===== config.mk =====
export PLATFORM = sky130hd
export DESIGN_NAME = reg_dump_reader
export DESIGN_NICKNAME = d
export VERILOG_FILES = /design/src/rtl/reg_dump_reader.sv
export SDC_FILE = /design/constraint.sdc
export NUM_CORES = 1
export LEC_CHECK = 0
export ABC_AREA = 1
export CORE_MARGIN = 2
export CORE_UTILIZATION = 45
export DETAILED_ROUTE_END_ITERATION = 6
export PLACE_DENSITY_LB_ADDON = 0.3
export SETUP_SLACK_MARGIN = 0.4
export SLEW_MARGIN = 20
export SYNTH_ARGS = -nofsm -noshare
export SYNTH_HDL_FRONTEND = slang
export SYNTH_SLANG_ARGS = --single-unit

===== constraint.sdc =====
create_clock -name Clk -period 1.72 [get_ports Clk]
set_input_delay 0.258 -clock Clk [delete_from_list [all_inputs] [get_ports Clk]]
set_output_delay 0.258 -clock Clk [all_outputs]
set_load 0.02 [all_outputs]

===== src/rtl/reg_dump_reader.sv =====
// reg_dump_reader: walks every register through the register file's
// combinational read port and streams each value over a valid/ready beat
// interface. Busy stalls the core while the dump owns the read port.
// Optional build macro REG_DUMP_CHECKSUM_EN appends a final XOR-checksum beat.
module reg_dump_reader #(
  parameter int W = 8,
  parameter int D = 4
) (
  input  logic         Clk,
  input  logic         Reset,
  input  logic         Start,
  input  logic         Abort,
  output logic [D-1:0] RdAddr,
  input  logic [W-1:0] RdData,
  output logic [W-1:0] DumpData,
  output logic [D-1:0] DumpAddr,
  output logic         DumpLast,
  output logic         DumpValid,
  input  logic         DumpReady,
  output logic         Busy,
  output logic         Done
);

  localparam logic [2:0] S_IDLE   = 3'd0;
  localparam logic [2:0] S_READ   = 3'd1;
  localparam logic [2:0] S_SEND   = 3'd2;
`ifdef REG_DUMP_CHECKSUM_EN
  localparam logic [2:0] S_SUM    = 3'd3;
`endif
  localparam logic [2:0] S_FINISH = 3'd4;

  localparam logic [D-1:0] LAST_PTR = '1;

  logic [2:0]   state;
  logic [D-1:0] ptr;
  logic         ptr_last;
  logic         hs;

`ifdef REG_DUMP_CHECKSUM_EN
  logic [W-1:0] csum;
`endif

  assign ptr_last = (ptr == LAST_PTR);
  assign hs       = DumpValid && DumpReady;

  // Read port and status decode straight from state; all zero in IDLE/reset
  always_comb begin
    RdAddr = (state == S_IDLE) ? '0 : ptr;
`ifdef REG_DUMP_CHECKSUM_EN
    Busy   = (state == S_READ) || (state == S_SEND) || (state == S_SUM);
`else
    Busy   = (state == S_READ) || (state == S_SEND);
`endif
    Done   = (state == S_FINISH);
  end

  // Dump sequencer: one READ cycle captures a register, SEND holds the beat
  // until the sink takes it; Abort drops everything without a Done pulse.
  always_ff @(posedge Clk or posedge Reset) begin
    if (Reset) begin
      state     <= S_IDLE;
      ptr       <= '0;
      DumpData  <= '0;
      DumpAddr  <= '0;
      DumpLast  <= 1'b0;
      DumpValid <= 1'b0;
`ifdef REG_DUMP_CHECKSUM_EN
      csum      <= '0;
`endif
    end else begin
      case (state)
        S_IDLE: begin
          if (!Abort && Start) begin
            state <= S_READ;
            ptr   <= '0;
`ifdef REG_DUMP_CHECKSUM_EN
            csum  <= '0;
`endif
          end
        end
        S_READ: begin
          if (Abort) begin
            state     <= S_IDLE;
            ptr       <= '0;
            DumpValid <= 1'b0;
          end else begin
            DumpData  <= RdData;
            DumpAddr  <= ptr;
            DumpValid <= 1'b1;
`ifdef REG_DUMP_CHECKSUM_EN
            DumpLast  <= 1'b0;
            csum      <= csum ^ RdData;
`else
            DumpLast  <= ptr_last;
`endif
            state     <= S_SEND;
          end
        end
        S_SEND: begin
          if (Abort) begin
            state     <= S_IDLE;
            ptr       <= '0;
            DumpValid <= 1'b0;
          end else if (hs) begin
            DumpValid <= 1'b0;
            if (ptr_last) begin
`ifdef REG_DUMP_CHECKSUM_EN
              state <= S_SUM;
`else
              state <= S_FINISH;
`endif
            end else begin
              ptr   <= ptr + 1'b1;
              state <= S_READ;
            end
          end
        end
`ifdef REG_DUMP_CHECKSUM_EN
        // First SUM cycle loads the checksum beat, then it is held like SEND
        S_SUM: begin
          if (Abort) begin
            state     <= S_IDLE;
            ptr       <= '0;
            DumpValid <= 1'b0;
          end else if (!DumpValid) begin
            DumpData  <= csum;
            DumpAddr  <= '0;
            DumpLast  <= 1'b1;
            DumpValid <= 1'b1;
          end else if (DumpReady) begin
            DumpValid <= 1'b0;
            state     <= S_FINISH;
          end
        end
`endif
        S_FINISH: begin
          state <= S_IDLE;
          ptr   <= '0;
        end
        default: begin
          state     <= S_IDLE;
          ptr       <= '0;
          DumpValid <= 1'b0;
        end
      endcase
    end
  end

endmodule


==> impl_metrics.csv, run 1 <==
group,metric,value,unit
outcome,status,"finished clean",
critical_path,rr_endpoint,"ptr[3]",
logic_synthesis,yosysMostFrequentCell,"nand2_1",
clock_network,clock_latency,0.31,ns
logic_synthesis,syn_inst,128,
critical_path,cp-endpoint,"Done",
die,die_w,52.70,um
sta,rsz0062_at_grt,"true",
clock_network,clock-sinks,21,
logic_synthesis,synth.top_cells.by_count,"nand2_1 (47), dfrtp_1 (21), nor2_1 (13)",
critical_path,cp_cell_sequence,"buf_4 > buf_6 > nor3_2 > buf_4",
logic_synthesis,ys_seq_elements,21,
layout,antenna_cells,0,
placed_design,hpwlAfterDp,1846,um
sta,hold_viol_final,0,
logic_synthesis,synth_ff_type,"dfrtp_1",
layout,finalNonFillerCells,203,
clock_network,htree_num_levels,1,
sta,worst_pin_slew,0.2687,ns
placed_design,dp.cells,191,
power_and_ir_drop,total_power,2.023,mW
die,num_rows,17,
sta,fin_skew,0.0009068,ns
power_and_ir_drop,p_per_area,1306,nW/um^2
critical_path,cp-end-kind,"output port",
global_routing,antenna_found_initial,0,
layout,area_growth_syn_to_layout,45.14,%
sta,fin_crit_sh,90.07,%
logic_synthesis,synth_edf_count,0,
global_routing,grt_max_degree,22,
die,start_util,47.79,%
clock_network,cts_hold_buf,0,
die,core_area,2233,um^2
critical_path,worstPathRequired,1.46,ns
sta,post-route-min-period,1.549,ns
critical_path,max_stage_delay,0.44,ns
logic_synthesis,ys_seq_area_share,49.24,%
die,dieArea,2777,um^2
critical_path,worst-setup-path-type,"flip-flop to output port",
placed_design,globalplace.congestion,0.8697,
sta,maxSlewHeadroom,82.08,%
logic_synthesis,syn_area,1067,um^2
critical_path,reg2reg_depth,7,
logic_synthesis,postSynthAreaPerCell,8.338,um^2
detailed_routing,antenna_left,0,
logic_synthesis,netlist.area_leader.share,49.24,%
critical_path,r2r_setup_slack,0.38,ns
layout,drive_above_1_share,29.14,%
global_routing,grt_pass1_vias,1013,
critical_path,crit_start,"state[1]",
detailed_routing,avgRoutedWirePerCell,12.63,um
sta,final_max_slew_viol_count,0,
min_path,hold_path.class,"primary input to async pin",
detailed_routing,viasPerCell,4.897,
logic_synthesis,yosysWarnings,0,
critical_path,r2r-start,"ptr[0]",
die,chipHeight,52.70,um
global_routing,grt-ovfl-total,0,
critical_path,path_buf_inv,3,
clock_network,clkTransAtPathRegs,0.12,ns
detailed_routing,drtIter0Drc,11,
flow_run,maxCapViolCount,0,
logic_synthesis,yosysTopAreaCell,"dfrtp_1",
detailed_routing,drcViolationCount,0,
sta,setup_viol_count_final,0,
critical_path,path_depth,4,
critical_path,worstPathMaxFanout,3,
detailed_routing,vias,994,
detailed_routing,first_pass_iters,4,
critical_path,crit_family,"flip-flops",
clock_network,cts-root-buf,"clkbuf_4",
critical_path,critPathMostFrequentCell,"buf_4",
logic_synthesis,ys_types,22,
sta,max_freq,0.6455,GHz
logic_synthesis,synthArstFlopShare,100.0,%
placed_design,portBuffers,32,
power_and_ir_drop,ir_drop,1.038,mV
logic_synthesis,synthTopCellsByArea,"dfrtp_1 (49%), nand2_1 (17%), nor2_1 (4.6%)",
critical_path,slowest_stage,"dfrtp_1",
clock_network,cts_made_buffers,3,
detailed_routing,drt-total-wl,2563,um
logic_synthesis,syn-num-nets,142,
critical_path,start_kind,"flip-flop",
die,io-pin-count,33,
clock_network,cts_buffer_depth,2,
global_routing,grt_usage,22.20,%
power_and_ir_drop,power_leakage,0.8141,nW
sta,setup_tns,0,ns
global_routing,grt_pass1_wl,4450,um
critical_path,cp_data_arrival_time,1.29,ns
layout,nets,190,
clock_network,cts_tree,"yes",
## per-stage QoR
stage | setup slack, ns | utilization [%] | hold slack [ns] | instance area (um^2)
floorplan | 0.5216 | - | 0.2345 | 1067
global placement | 0.1190 | 64.37 | 0.4604 | 1438
detailed placement | 0.04273 | 64.37 | 0.4690 | 1438
CTS | 0.1918 | 67.28 | 0.2857 | 1503
global route | 0.1140 | 69.36 | 0.3107 | 1549
finish | 0.1707 | 69.36 | 0.2698 | 1549
## tightest hold or removal path, delay by kind of cell
kind	cells	cell delay [ns]
buf+inv	3	0.72
## cell type report
type                            instances  area (um^2)
Inverter                               13        53.80
Tap cell                               28        35.03
Timing Repair Buffer                   45        410.4
Clock buffer                            3        22.52
Clock inverter                          1        5.005
Fill cell                             172        684.4
Sequential cell                        21        526.8
Multi-Input combinational cell         92        495.5
## flip-flops by register name, indices dropped and copies added, names as in the netlist
name / flops
DumpData: 8
DumpAddr: 4
ptr: 4
state: 3
DumpLast: 1
DumpValid: 1
## where the power goes
group          leakage (nW)  internal, mW  switching (mW)
logic                 0.520         0.441           0.622
clock network        0.0177        0.0869           0.154
registers             0.276         0.629          0.0900
total                 0.814          1.16           0.866
## per-layer routing
metal,global-route usage (%),up-vias,wire (um)
li1,-,493,-
met1,27.44,458,1079
met2,37.50,34,1267
met3,3.429,9,158
met4,10.68,0,58
met5,0,-,0
## what timing repair did
action	CTS	global route
setup buffers	5	3
pin swaps	3	2
cloned	0	0
setup endpoints to repair	24	25
resized for setup	55	12
## cell families after synthesis
| group | after synthesis | share of synthesized area (%) |
|---|---|---|
| XOR/XNOR | 1 | 0.8208 |
| flip-flops | 21 | 49.24 |
| AO/OA/AOI/OAI | 11 | 7.854 |
| AND/OR/NAND/NOR | 79 | 34.00 |
| adder cells (fa/ha/maj) | 1 | 1.172 |
| buffers and inverters | 15 | 6.917 |
## cells in the final DEF, fill, tap and decap left out, types with 3 or more instances in the layout
| cell | count |
|---|---|
| nand3_1 | 7 |
| clkbuf_4 | 3 |
| inv_1 | 6 |
| nor2_2 | 3 |
| nor2_4 | 3 |
| inv_2 | 5 |
| clkdlybuf4s15_1 | 6 |
| o21ai_2 | 5 |
| o21bai_1 | 4 |
| dfrtp_1 | 20 |
| nor2_1 | 10 |
| clkdlybuf4s50_1 | 12 |
| nand2_2 | 4 |
| dlygate4sd2_1 | 8 |
| nand2_1 | 45 |
| buf_6 | 4 |
| buf_4 | 12 |
## worst min-delay path by stage
stage / endpoint / slack [ns] / depth (start not counted)
after floorplan: DumpAddr[0] / 0.23 / 1
after global placement: DumpData[3] / 0.46 / 2
after detailed placement: DumpData[5] / 0.47 / 2
after CTS: DumpData[6] / 0.29 / 3
after global routing: DumpData[1] / 0.31 / 3
final: DumpData[0] / 0.27 / 3
Power figures use the tool's default switching activity.
==> run 2: changes to the inputs <==
--- a/config.mk
+++ b/config.mk
@@ -8,6 +8,7 @@
 export ABC_AREA = 1
 export CORE_MARGIN = 2
 export CORE_UTILIZATION = 45
+export CTS_CLUSTER_DIAMETER = 30
 export DETAILED_ROUTE_END_ITERATION = 6
 export PLACE_DENSITY_LB_ADDON = 0.3
 export SETUP_SLACK_MARGIN = 0.4
==> results of run 2 <==
No change in the layout: final DEF, timing and power equal those of run 1.
